===== config.mk =====
export PLATFORM = sky130hd
export DESIGN_NAME = ram_fifo_ctrl
export DESIGN_NICKNAME = d
export VERILOG_FILES = /design/src/rtl/ram_fifo_ctrl.sv
export SDC_FILE = /design/constraint.sdc
export NUM_CORES = 1
export LEC_CHECK = 0
export BUFFER_PORTS_ARGS = -buffer_cell sky130_fd_sc_hd__buf_2
export CAP_MARGIN = 20
export CORE_MARGIN = 8
export CORE_UTILIZATION = 30
export CTS_BUF_LIST = sky130_fd_sc_hd__clkbuf_8
export DETAILED_ROUTE_END_ITERATION = 7
export PLACE_DENSITY = 0.63
export RECOVER_POWER = 25
export SETUP_SLACK_MARGIN = 0.2
export SYNTH_ARGS = -nofsm -noshare
export SYNTH_HDL_FRONTEND = slang
export SYNTH_SLANG_ARGS = --single-unit
export TNS_END_PERCENT = 100

===== constraint.sdc =====
create_clock -name Clock -period 3.1 [get_ports Clock]
set_input_delay 0.31 -clock Clock [delete_from_list [all_inputs] [get_ports Clock]]
set_output_delay 0.31 -clock Clock [all_outputs]
set_load 0.005 [all_outputs]

===== src/rtl/ram_fifo_ctrl.sv =====
// FIFO controller driving an external single-port-per-direction RAM with 1-cycle read latency.
// Optional sticky Overflow/Underflow flags are built only when RAM_FIFO_CTRL_ERROR_FLAGS_EN is defined.
module ram_fifo_ctrl #(
    parameter int ADDRESS_WIDTH = 4,
    parameter int DATA_WIDTH    = 8
) (
    input  logic                     Clock,
    input  logic                     Reset,
    input  logic                     Push_i,
    input  logic [DATA_WIDTH-1:0]    Data_i,
    input  logic                     Pop_i,
    output logic                     RamWriteEnable_o,
    output logic [ADDRESS_WIDTH-1:0] RamWriteAddress_o,
    output logic [DATA_WIDTH-1:0]    RamData_o,
    output logic                     RamReadEnable_o,
    output logic [ADDRESS_WIDTH-1:0] RamReadAddress_o,
    output logic                     Valid_o,
    output logic                     Empty_o,
    output logic                     Full_o,
    output logic [ADDRESS_WIDTH:0]   Count_o,
    output logic                     Overflow_o,
    output logic                     Underflow_o,
    input  logic                     ClearErrors_i
);

    localparam logic [ADDRESS_WIDTH:0] PTR_ONE = {{ADDRESS_WIDTH{1'b0}}, 1'b1};

    logic [ADDRESS_WIDTH:0] wr_ptr;
    logic [ADDRESS_WIDTH:0] rd_ptr;
    logic                   push_ok;
    logic                   pop_ok;
    logic                   valid_q;

    // Flags come straight from the pointer registers, so they only change on a clock or reset edge.
    assign Empty_o = (wr_ptr == rd_ptr);
    assign Full_o  = (wr_ptr[ADDRESS_WIDTH-1:0] == rd_ptr[ADDRESS_WIDTH-1:0]) &&
                     (wr_ptr[ADDRESS_WIDTH] != rd_ptr[ADDRESS_WIDTH]);
    assign Count_o = wr_ptr - rd_ptr;

    // Gating with Reset keeps the RAM strobes low for the whole reset interval.
    always_comb begin
        push_ok = Reset & Push_i & ~Full_o;
        pop_ok  = Reset & Pop_i & ~Empty_o;
    end

    assign RamWriteEnable_o  = push_ok;
    assign RamWriteAddress_o = wr_ptr[ADDRESS_WIDTH-1:0];
    assign RamData_o         = Data_i;
    assign RamReadEnable_o   = pop_ok;
    assign RamReadAddress_o  = rd_ptr[ADDRESS_WIDTH-1:0];
    assign Valid_o           = valid_q;

    always_ff @(posedge Clock or negedge Reset) begin
        if (!Reset) begin
            wr_ptr  <= '0;
            rd_ptr  <= '0;
            valid_q <= 1'b0;
        end else begin
            if (push_ok) wr_ptr <= wr_ptr + PTR_ONE;
            if (pop_ok)  rd_ptr <= rd_ptr + PTR_ONE;
            valid_q <= pop_ok;
        end
    end

`ifdef RAM_FIFO_CTRL_ERROR_FLAGS_EN
    logic overflow_q;
    logic underflow_q;

    // A new error in the same cycle as a clear wins.
    always_ff @(posedge Clock or negedge Reset) begin
        if (!Reset) begin
            overflow_q  <= 1'b0;
            underflow_q <= 1'b0;
        end else begin
            if (Push_i && Full_o)     overflow_q  <= 1'b1;
            else if (ClearErrors_i)   overflow_q  <= 1'b0;
            if (Pop_i && Empty_o)     underflow_q <= 1'b1;
            else if (ClearErrors_i)   underflow_q <= 1'b0;
        end
    end

    assign Overflow_o  = overflow_q;
    assign Underflow_o = underflow_q;
`else
    logic unused_clear_errors;
    assign unused_clear_errors = ClearErrors_i;
    assign Overflow_o  = 1'b0;
    assign Underflow_o = 1'b0;
`endif

endmodule


== Word level (Yosys, flattened, before mapping) ==
Cells that the tools add are included.

* Output and inout bits: 28
* Register bits after elaboration: 11

* Reduce and logical (&&, ||, !) cells: 1
* Bitwise operators: 6
* Eq/ne operators: 3
* $add $sub $neg: 3

{| class="wikitable"
|+ Operator list
! kind !! number
|-
| 5-bit by 1-bit adder with 5-bit output (second input constant) || 2
|-
| 5-bit equality test || 1
|-
| 5-bit subtractor || 1
|-
| 1-bit bitwise AND || 4
|-
| 4-bit equality test || 1
|-
| 1-bit inverter || 2
|-
| 1-bit logical AND || 1
|-
| 1-bit != test || 1
|}

== Logic depth before layout (Yosys ltp) ==
* Depth in word-level cells: 4
* Mapped depth: 7

== Least setup slack after synthesis ==
No wires, ideal clock.

* Kind: reg2out
* Start point: register wr_ptr[0]
* End point: output port Count_o[4]
* Cell stages (with the launch flop): 8
* Data required time: 2.790 ns
* Arrival: 1.503 ns
* Setup slack: 1.287 ns
* Path through: dfrtp_1 -> inv_1 -> ha_1 -> inv_1 -> fa_1 -> a21o_1 -> a21oi_1 -> xnor2_1

* Longest elaborated chain between the ends: 1

{| class="wikitable"
|+ Ends and longest elaborated chain
! element !! RTL line !! text
|-
| from (decl) || 28 || <nowiki>logic [ADDRESS_WIDTH:0] wr_ptr;</nowiki>
|-
| from (signal assigned) || 59 || <nowiki>if (push_ok) wr_ptr <= wr_ptr + PTR_ONE;</nowiki>
|-
| 5-bit subtractor || 38 || <nowiki>assign Count_o = wr_ptr - rd_ptr;</nowiki>
|-
| to (decl) || 20 || <nowiki>output logic [ADDRESS_WIDTH:0] Count_o,</nowiki>
|}

No other way between the ends.

== Final worst setup path ==
* Start point: input port Reset
* End point: output port RamReadEnable_o

* Longest elaborated chain between the ends: 2

{| class="wikitable"
|+ Ends and longest elaborated chain
! element !! RTL line !! text
|-
| from (decl) || 8 || <nowiki>input logic Reset,</nowiki>
|-
| 1-bit bitwise AND (2 in a row) || 43 || <nowiki>pop_ok = Reset & Pop_i & ~Empty_o;</nowiki>
|-
| to (decl) || 15 || <nowiki>output logic RamReadEnable_o,</nowiki>
|}

No other way between the ends.

==> impl_table.tex <==
\begin{tabular}{lr}
\hline
Metric & Value \\
\hline
\multicolumn{2}{l}{\textbf{Global route}} \\
\quad Number of antenna violations at the first check in global routing & 0 \\
\quad Fraction of met3 tracks used by global routing & 0.02941 \\
\quad Number of global-route vias before repair & 542 \\
\quad Largest net degree at the start of global routing & 17 \\
\quad Total congestion overflow after global routing & 0 \\
\quad GR peak layer & met2 \\
\quad Met1 Track Usage GR & 0.07685 \\
\quad Met2 Use GR & 0.1195 \\
\quad GRT Resource Usage Total & 0.07289 \\
\quad First-pass GRT wire length & 2.504 mm \\
\multicolumn{2}{l}{\textbf{Setup path}} \\
\quad Req. time, crit path & around 2800 ps \\
\quad Endpoint arrival time on the critical path & $\sim$2000 ps \\
\quad Highest fanout seen on the critical path & 16 \\
\quad Crit path capture & RamReadEnable\_o \\
\quad Kind of start point of the critical path & input pin \\
\quad Critical setup path kind & input pin to output port \\
\quad Setup slack, reg-to-reg & approximately 1200 ps \\
\quad Kind of end point of the critical path & output port \\
\quad Worst flop-to-flop path endpoint & rd\_ptr[4]\$\_DFFE\_PN0P\_ \\
\quad Reg2Reg Depth & 6 \\
\quad Timing startpoint of the critical path & Reset \\
\quad Origin of the critical flop-to-flop path & rd\_ptr[2]\$\_DFFE\_PN0P\_ \\
\multicolumn{2}{l}{\textbf{STA}} \\
\quad Number of pins exceeding their max-slew limit in the final report & 0 \\
\quad Worst hold margin & between 300 and 400 ps \\
\quad Layout Skew & between 0.4 and 0.5 ps \\
\quad Maximum clock frequency & 431.1 MHz \\
\quad Accumulated negative setup slack & 0 ps \\
\quad Final critical-path share of the clock period & 0.7483 \\
\quad Count of endpoints failing hold in the final timing report & 0 \\
\quad Number of setup violations in the final report & 0 \\
\quad Worst-Margin Slew & $\sim$710 ps \\
\quad Minimum clock period & roughly 2300 ps \\
\quad Worst slew margin relative to its limit & 0.5233 \\
\quad Setup repair after global routing missed its margin & no \\
\multicolumn{2}{l}{\textbf{Clock tree}} \\
\quad Clock Latency Late Sink & 230 ps \\
\quad Count of H-tree levels built during CTS & 1 \\
\quad Clk root buf & clkbuf\_8 \\
\quad CTS tree & done \\
\quad Clock transition at path regs & about 50 ps \\
\quad Num CTS Buffers & 3 \\
\quad \# clock sinks & 11 \\
\quad Number of post-CTS setup repair buffers & 0 \\
\quad Max Root-Sink Buffers & 2 \\
\multicolumn{2}{l}{\textbf{Synthesis}} \\
\quad Sequential share of the synthesized area & 0.3416 \\
\quad Post-synthesis instance area & between 800 and 900 sq um \\
\quad Register bit total from synthesis & 11 \\
\quad Number of instances in the synthesized netlist & approximately 80 \\
\quad Yosys Warn Count & 0 \\
\quad Fraction of registers with async set or reset after synthesis & 1.000 \\
\quad EDFF count, synth & 0 \\
\quad Main flop type after synthesis & dfrtp\_1 \\
\quad Avg Synthesized Cell Area & approximately 10 sq um \\
\quad Distinct cell type count of the synthesized netlist & 21 \\
\multicolumn{2}{l}{\textbf{Placed design}} \\
\quad Number of I/O port buffers & 21 \\
\quad Final Wtd Congestion & approximately 0.78 \\
\quad Final HPWL DP & $\sim$1.3 mm \\
\multicolumn{2}{l}{\textbf{Final layout}} \\
\quad Layout cells sized above 1 & 0.3409 \\
\quad Area overhead of the layout relative to synthesis & 8.074\% \\
\quad Antenna cells & 0 \\
\quad Leading cell type in the layout, fill and taps excluded & buf\_2 \\
\quad Most frequent cells in the layout & buf\_2 (20), dfrtp\_1 (11), inv\_1 (8), xnor2\_1 (7) \\
\quad Number of filler instances in the final layout & roughly 260 \\
\quad Net count of the finished layout & $\sim$110 \\
\multicolumn{2}{l}{\textbf{Detailed routing}} \\
\quad Initial DRT Pass Iterations & 2 \\
\quad Wire length per cell after detailed routing & 12.97 um \\
\quad Total wirelength of the detailed-routed design & between 1.5 and 2 mm \\
\quad Residual DRC count & 0 \\
\quad Overall via count from detail\_route & 534 \\
\quad Antenna Violating Nets Remaining & 0 \\
\quad Initial drt markers & 7 \\
\quad Avg Vias per Cell & between 4 and 5 \\
\multicolumn{2}{l}{\textbf{Floorplanning}} \\
\quad Initial cell density of the core & 0.3194 \\
\quad Standard-cell rows & 18 \\
\quad Die span in y & 67.83 um \\
\quad Area inside the core boundary & between 2000 and 3000 sq um \\
\quad Horizontal die dimension & between 60 and 70 um \\
\quad Die Area & between 4000 and 5000 sq um \\
\quad Number of top-level design ports & between 40 and 50 \\
\multicolumn{2}{l}{\textbf{Outcome}} \\
\quad Result of the run & completed \\
\multicolumn{2}{l}{\textbf{Job}} \\
\quad Max-capacitance violation count & 0 \\
\multicolumn{2}{l}{\textbf{Power and ir drop}} \\
\quad Ratio of total power to cell area & around 1200 nW/um\^{}2 \\
\quad Reported leakage power & about 0.45 nW \\
\quad VDD IR-drop max & between 0.5 and 0.6 mV \\
\multicolumn{2}{l}{\textbf{Worst hold path}} \\
\quad Worst hold path class & input pin to register \\
\hline
\end{tabular}
==> synth_stat cells (all sizes together), types with 2 or more instances <==
cell type / number / area [sq um]
ha: 6 / 75.07
nand2: 3 / 11.26
buf: 18 / 135.1
xnor2: 8 / 77.58
nand4: 6 / 37.54
o21ai: 2 / 10.01
a21oi: 3 / 18.77
inv: 7 / 26.28
nor2: 2 / 7.510
xor2: 4 / 35.03
dfrtp: 11 / 275.3
a21o: 2 / 15.01
==> how the worst min path moves through the flow <==
stage	cells past startpoint	start	slack, ps	end
after global placement	1	Reset	210	Valid_o$_DFF_PN0_
after detailed placement	1	Reset	210	rd_ptr[3]$_DFFE_PN0P_
after global routing	3	Pop_i	370	Valid_o$_DFF_PN0_
after CTS	3	Pop_i	360	Valid_o$_DFF_PN0_
after floorplan	0	Reset	10	Valid_o$_DFF_PN0_
final	3	Pop_i	360	Valid_o$_DFF_PN0_
==> layout make-up <==
class | instances | area [sq um] | area share
inverter | 7 | 26.28 | 0.03017
clock inverter | 1 | 3.754 | 0.004310
clock buffer | 3 | 41.29 | 0.04741
sequential | 11 | 275.3 | 0.3161
tap | 30 | 37.54 | 0.04310
timing repair buffer | 22 | 113.9 | 0.1307
multi-input combinational | 44 | 372.9 | 0.4282
==> where the power goes <==
group,switching (mW),internal (mW),total (mW),leakage (nW)
clock network,0.0496,0.0865,0.136,0.0269
logic,0.306,0.340,0.646,0.289
registers,0.0866,0.211,0.297,0.135
total,0.442,0.638,1.08,0.450
==> registers in the layout, summed over array words and instances (netlist names) <==
signal,cells
rd_ptr,5
wr_ptr,5
Valid_o,1
==> kinds of logic after synthesis <==
logic type / synth area share
fa+ha+maj: 0.1180
simple gates: 0.1227
other cells: 0.004654
xor+xnor: 0.1398
buf+inv: 0.2003
mux: 0.01863
compound gates: 0.05435
flops: 0.3416
==> timing repair <==
action / 4_1_cts / 5_1_grt
endpoints found under the hold margin: 11 / 0
hold buffers: 1 / 0
resized for setup: 0 / 0
==> through the flow <==
| step | utilization | cell area (sq um) | setup slack (ps) | instances | power (mW) |
|---|---|---|---|---|---|
| after CTS | 0.3457 | 872.1 | 797.9 | 118 | 1.107 |
| after floorplan | - | 809.5 | 1287 | 80 | 0.7750 |
| final | 0.3452 | 870.8 | 780.2 | 118 | 1.079 |
| after global placement | 0.3239 | 817.0 | 1086 | 113 | 0.9465 |
| after detailed placement | 0.3239 | 817.0 | 1061 | 113 | 0.9580 |
| after global routing | 0.3452 | 870.8 | 579.0 | 118 | 1.203 |
==> layer usage <==
metal	wire length, um	share of wire	vias to the layer above
li1	-	-	261
met1	589	0.38	246
met2	740	0.48	23
met3	160	0.10	4
met5	0	0	-
met4	41	0.027	0
==> worst max-delay path: stages <==
cell,delay (ps)
dlygate4sd3_1,520
clkbuf_1,550
nand2_1,140
a21oi_2,310
buf_2,180
Power figures use the tool's default switching activity.
